[src/rtl/video_timing_ctrl.sv]
// Raster timing controller: hcount/vcount, syncs, data-enable and line/frame markers
// with frame-aligned start/stop. Defaults to 1080p (2200 x 1125 total).
module video_timing_ctrl #(
    parameter int   COUNTER_WIDTH = 12,
    parameter int   H_ACTIVE      = 1920,
    parameter int   H_FP          = 88,
    parameter int   H_SYNC        = 44,
    parameter int   H_BP          = 148,
    parameter int   V_ACTIVE      = 1080,
    parameter int   V_FP          = 4,
    parameter int   V_SYNC        = 5,
    parameter int   V_BP          = 36,
    parameter logic SYNC_POL      = 1'b1
) (
    input  logic                     clk,
    input  logic                     rst,
    input  logic                     enable,
    output logic [COUNTER_WIDTH-1:0] hcount,
    output logic [COUNTER_WIDTH-1:0] vcount,
    output logic                     hsync,
    output logic                     vsync,
    output logic                     de,
    output logic                     line_start,
    output logic                     frame_start,
    output logic                     running,
    output logic [15:0]              frame_cnt
);

    localparam int H_TOTAL = H_ACTIVE + H_FP + H_SYNC + H_BP;
    localparam int V_TOTAL = V_ACTIVE + V_FP + V_SYNC + V_BP;

    if (H_TOTAL > 2 ** COUNTER_WIDTH || V_TOTAL > 2 ** COUNTER_WIDTH) begin : g_width_check
        $error("video_timing_ctrl: H_TOTAL-1 or V_TOTAL-1 does not fit in COUNTER_WIDTH");
    end

    localparam logic [COUNTER_WIDTH-1:0] H_LAST     = COUNTER_WIDTH'(H_TOTAL - 1);
    localparam logic [COUNTER_WIDTH-1:0] V_LAST     = COUNTER_WIDTH'(V_TOTAL - 1);
    localparam logic [COUNTER_WIDTH-1:0] H_ACT      = COUNTER_WIDTH'(H_ACTIVE);
    localparam logic [COUNTER_WIDTH-1:0] V_ACT      = COUNTER_WIDTH'(V_ACTIVE);
    localparam logic [COUNTER_WIDTH-1:0] HS_FIRST   = COUNTER_WIDTH'(H_ACTIVE + H_FP);
    localparam logic [COUNTER_WIDTH-1:0] HS_LAST    = COUNTER_WIDTH'(H_ACTIVE + H_FP + H_SYNC - 1);
    localparam logic [COUNTER_WIDTH-1:0] VS_FIRST   = COUNTER_WIDTH'(V_ACTIVE + V_FP);
    localparam logic [COUNTER_WIDTH-1:0] VS_LAST    = COUNTER_WIDTH'(V_ACTIVE + V_FP + V_SYNC - 1);

    typedef enum logic [1:0] {
        IDLE,
        RUN,
        STOP_PEND
    } state_t;

    state_t                   state;
    state_t                   state_nxt;
    logic [COUNTER_WIDTH-1:0] h_nxt;
    logic [COUNTER_WIDTH-1:0] v_nxt;
    logic                     last_h;
    logic                     last_v;
    logic                     fc_inc;
    logic                     run_nxt;
    logic                     hs_act;
    logic                     vs_act;

    always_comb begin
        // NOTE: every signal gets a default first so no path leaves one unassigned (no latches).
        state_nxt = state;
        h_nxt     = '0;
        v_nxt     = '0;
        fc_inc    = 1'b0;
        last_h    = (hcount == H_LAST);
        last_v    = (vcount == V_LAST);

        case (state)
            IDLE: begin
                if (enable) state_nxt = RUN;
            end
            default: begin
                h_nxt  = last_h ? '0 : hcount + 1'b1;
                v_nxt  = last_h ? (last_v ? '0 : vcount + 1'b1) : vcount;
                fc_inc = last_h && last_v;
                // Stopping only takes effect at the last pixel, so frames are never cut short.
                if (enable)
                    state_nxt = RUN;
                else if (state == STOP_PEND && last_h && last_v)
                    state_nxt = IDLE;
                else
                    state_nxt = STOP_PEND;
            end
        endcase

        // Outputs are derived from the next counts so the registered flags line up with them.
        run_nxt = (state_nxt != IDLE);
        hs_act  = run_nxt && (h_nxt >= HS_FIRST) && (h_nxt <= HS_LAST);
        vs_act  = run_nxt && (v_nxt >= VS_FIRST) && (v_nxt <= VS_LAST);
    end

    always_ff @(posedge clk or posedge rst) begin
        if (rst) begin
            state       <= IDLE;
            hcount      <= '0;
            vcount      <= '0;
            hsync       <= ~SYNC_POL;
            vsync       <= ~SYNC_POL;
            de          <= 1'b0;
            line_start  <= 1'b0;
            frame_start <= 1'b0;
            running     <= 1'b0;
            frame_cnt   <= '0;
        end else begin
            // NOTE: non-blocking assignments so every register samples pre-edge values.
            state       <= state_nxt;
            hcount      <= h_nxt;
            vcount      <= v_nxt;
            hsync       <= hs_act ? SYNC_POL : ~SYNC_POL;
            vsync       <= vs_act ? SYNC_POL : ~SYNC_POL;
            de          <= run_nxt && (h_nxt < H_ACT) && (v_nxt < V_ACT);
            line_start  <= run_nxt && (h_nxt == '0);
            frame_start <= run_nxt && (h_nxt == '0) && (v_nxt == '0);
            running     <= run_nxt;
            frame_cnt   <= frame_cnt + 16'(fc_inc);
        end
    end

endmodule

[config.mk]
export PLATFORM = sky130hd
export DESIGN_NAME = video_timing_ctrl
export DESIGN_NICKNAME = d
export VERILOG_FILES = /design/src/rtl/video_timing_ctrl.sv
export SDC_FILE = /design/constraint.sdc
export NUM_CORES = 1
export LEC_CHECK = 0
export CAP_MARGIN = 10
export CORE_ASPECT_RATIO = 1.4
export CORE_MARGIN = 8
export CORE_UTILIZATION = 35
export DETAILED_ROUTE_END_ITERATION = 16
export GPL_ROUTABILITY_DRIVEN = 0
export PLACE_DENSITY = 0.66
export REMOVE_ABC_BUFFERS = 1
export SETUP_SLACK_MARGIN = 0.1
export SKIP_CTS_REPAIR_TIMING = 1
export SLEW_MARGIN = 20
export SYNTH_ARGS = -nofsm -noshare
export SYNTH_HDL_FRONTEND = slang
export SYNTH_SLANG_ARGS = --single-unit
[constraint.sdc]
create_clock -name clk -period 4.1 [get_ports clk]
set_input_delay 1.23 -clock clk [delete_from_list [all_inputs] [get_ports clk]]
set_output_delay 1.23 -clock clk [all_outputs]
set_load 0.02 [all_outputs]
==> metrics.md <==
| Metric | Value |
|---|---|
| TritonCTS buffer count | `5` |
| Final Cell Area | `0.00324 sq mm` |
| PwrDens | `between 300 and 400 mW/mm^2` |
| Final #Nets | `~320` |
| #FFs+latches synth | `48` |
| Req. time, crit path | `approximately 4.3 ns` |
| Detailed Route WL | `approximately 6400 um` |
| Tot Pwr | `roughly 1 mW` |
| Area fraction of the dominant cell type after synthesis | `46.6%` |
| Tcrit/Tclk final | `~80%` |
| Pleak | `1.35 nW` |
| Post-Layout Cell Count | `406` |
| Row Count | `37` |
| Unrepaired setup endpoints after global routing | `false` |
| Final core utilization | `approximately 45%` |
| Area Overhead vs Synth | `25.6%` |
| Logic gate share of total power | `around 18%` |
| Syn avg cell area | `9.83 sq um` |
| Synth Flop Type | `dfrtp_1` |
| Vias in the first global route | `about 2.2k` |
| Diode count | `0` |
| Router iterations before antenna repair | `4` |
| Initial antenna violation count | `0` |
| Hpwl dp | `around 4800 um` |
| # placed instances | `about 400` |
| Max VDD drop | `~200 uV` |
| # clock sinks | `48` |
| DP Area | `roughly 0.0031 sq mm` |
| CTS tree | `yes` |
| Starting density of the core | `between 30 and 40%` |
| Worst Clk Skew | `0.0140 ns` |
| DRC violations left | `0` |
| CP max FO | `8` |
| Clock Power Share | `a little under a third` |
| Flip-flop and latch area | `roughly 0.0012 sq mm` |
| Critical Path End Type | `register` |
| Max-cap violations | `0` |
| Sequential area share after synthesis | `46.6%` |
| Final ANT Viol Nets | `0` |
| Overall die width | `slightly below 90 um` |
| EDFF count, synth | `0` |
| Startpoint types | `register` |
| Clk root buf | `clkbuf_8` |
| Switch share | `between 20% and 30%` |
| Synthesized area | `between 0.002 and 0.003 sq mm` |
| Worst-skew pair later-pin latency | `around 0.31 ns` |
| TNS Setup | `0 ns` |
| Congestion Overflow GR | `0` |
| Max transition margin | `41.6%` |
| Setup Crit Path Kind | `reg -> reg` |
| Synth async-reset ratio | `100%` |
| CTS H-Tree Depth | `2` |
| Area leader, netlist | `dfrtp_1` |
| Worst EP arrival | `about 3.5 ns` |
| Most numerous cell in the Yosys netlist | `dfrtp_1` |
| Synth warn | `0` |
| CTS Buffer Depth | `2` |
| Vias per cell | `between 5 and 6` |
| Die footprint | `approximately 0.010 sq mm` |
| Min-delay worst type | `reg -> reg` |
| Dpl ws | `between 0.8 and 0.9 ns` |
| Synth area leaders | `dfrtp_1 (47%), xnor2_1 (6.8%), nor2_1 (5.1%), xor2_1 (5.1%), nand3_1 (3.5%)` |
| NetSw | `about 0.29 mW` |
| Setup violators final | `0` |
| Vias | `~2.1k` |
| Hold WS | `around 0.48 ns` |
| Fill cells | `between 700 and 800` |
| Maximum clock rate | `between 300 and 400 MHz` |
| Final WS setup | `0.836 ns` |
| Core box area | `roughly 0.0073 sq mm` |
| I/O Buffers | `48` |
| Final Hold Violating Endpoints | `0` |
| Measured slew at the worst slew-check pin | `approximately 0.87 ns` |
| Layout cell share with drive strength beyond 1 | `under 10%` |
| DR WL/cell | `15.8 um` |
| Synth Instances | `~260` |
| Worst-path clk slew | `0.09 ns` |
| Commonest cells post-synth | `dfrtp_1 (48), nor2_1 (35), xnor2_1 (20)` |
| Initial drt markers | `114` |
| Total GRT Usage | `approximately an eighth` |
| Largest net degree at the start of global routing | `49` |
| Io pins | `49` |
| First-pass GRT wire length | `approximately 10000 um` |
| Fin crit period | `~3.3 ns` |
| Max Slew Vio Count | `0` |
| Die height | `118 um` |
| Sequential Power Share | `52.4%` |
| Distinct cells, synth | `between 40 and 50` |
| Internal | `a little over 0.7 mW` |
| Status | `finished, final reports clean` |
| Multi-input gate area | `0.00130 sq mm` |
==> layout make-up <==
class / count / share of cell area (%)
multi-input combinational: 196 / 40.1
sequential: 48 / 37.1
timing repair buffer: 49 / 15.1
tap: 97 / 3.75
clock buffer: 6 / 2.55
inverter: 8 / 0.966
clock inverter: 2 / 0.464
==> logic make-up after synthesis <==
group,synth area share (%)
buf+inv,3.01
simple gates,27.8
compound gates,6.70
xor+xnor,11.9
mux,1.55
flops,46.6
fa+ha+maj,2.43
==> metal layers <==
layer  wire, um  GRT usage (%)
met5          0              0
met4         85           3.83
met3        493           3.84
met2       3190           20.9
met1       2630           14.3
==> worst max-delay path, cell delays in order, from the launching register on <==
cell     delay (ns)
dfrtp_1        0.44
ha_1           0.32
nand3_1        0.33
nor4_4         0.54
nand4_1        0.14
nor2_1         0.12
ha_1           0.17
ha_1           0.21
nand2_1        0.07
nor2_1         0.11
and3_1         0.19
and4_1         0.27
nand3_1        0.11
xnor2_1        0.13
==> power by group through the flow <==
stage | Clock (mW) | Sequential (mW) | Combinational, mW
3_3_place_gp | 0 | 0.530 | 0.175
5_1_grt | 0.330 | 0.527 | 0.191
3_5_place_dp | 0 | 0.532 | 0.175
4_1_cts | 0.304 | 0.522 | 0.177
2_1_floorplan | 0 | 0.553 | 0.0827
6_report | 0.300 | 0.522 | 0.175
==> cell usage in the layout, fill, tap and decap left out, types with 2 or more instances in the layout <==
cell and instances:
a21oi_1 4, a31o_2 2, a31oi_1 2, and3_1 8
and4_1 2, clkbuf_8 6, clkdlybuf4s50_1 48, clkinvlp_4 2
dfrtp_1 48, ha_1 5, inv_1 7, mux2i_1 4
nand2_1 17, nand2b_1 3, nand3_1 18, nand3_2 2
nand4_1 8, nor2_1 35, nor2b_1 2, nor3_1 6
nor4_1 5, nor4_2 3, nor4bb_1 3, o21ai_0 5
o21ai_1 2, or3_1 5, xnor2_1 20, xor2_1 15
==> state kept, by name, indices dropped and copies added (netlist names), 2 cells and up <==
name	count
hcount	12
state	2
frame_cnt	16
vcount	12
==> final timing paths <==
kind,from,to,slack (ns),cells after the start
hold / removal,frame_cnt[15]$_DFF_PP0_,frame_cnt[15]$_DFF_PP0_,0.48,1
setup / recovery,hcount[0]$_DFF_PP0_,frame_cnt[14]$_DFF_PP0_,0.84,13
max in group asynchronous,rst,frame_cnt[11]$_DFF_PP0_,2.21,2
hold reg to reg,frame_cnt[15]$_DFF_PP0_,frame_cnt[15]$_DFF_PP0_,0.48,1
min in group asynchronous,rst,frame_cnt[7]$_DFF_PP0_,1.38,2
setup reg to reg,hcount[0]$_DFF_PP0_,frame_cnt[14]$_DFF_PP0_,0.84,13
No activity file was read; power rests on OpenSTA's default activity.
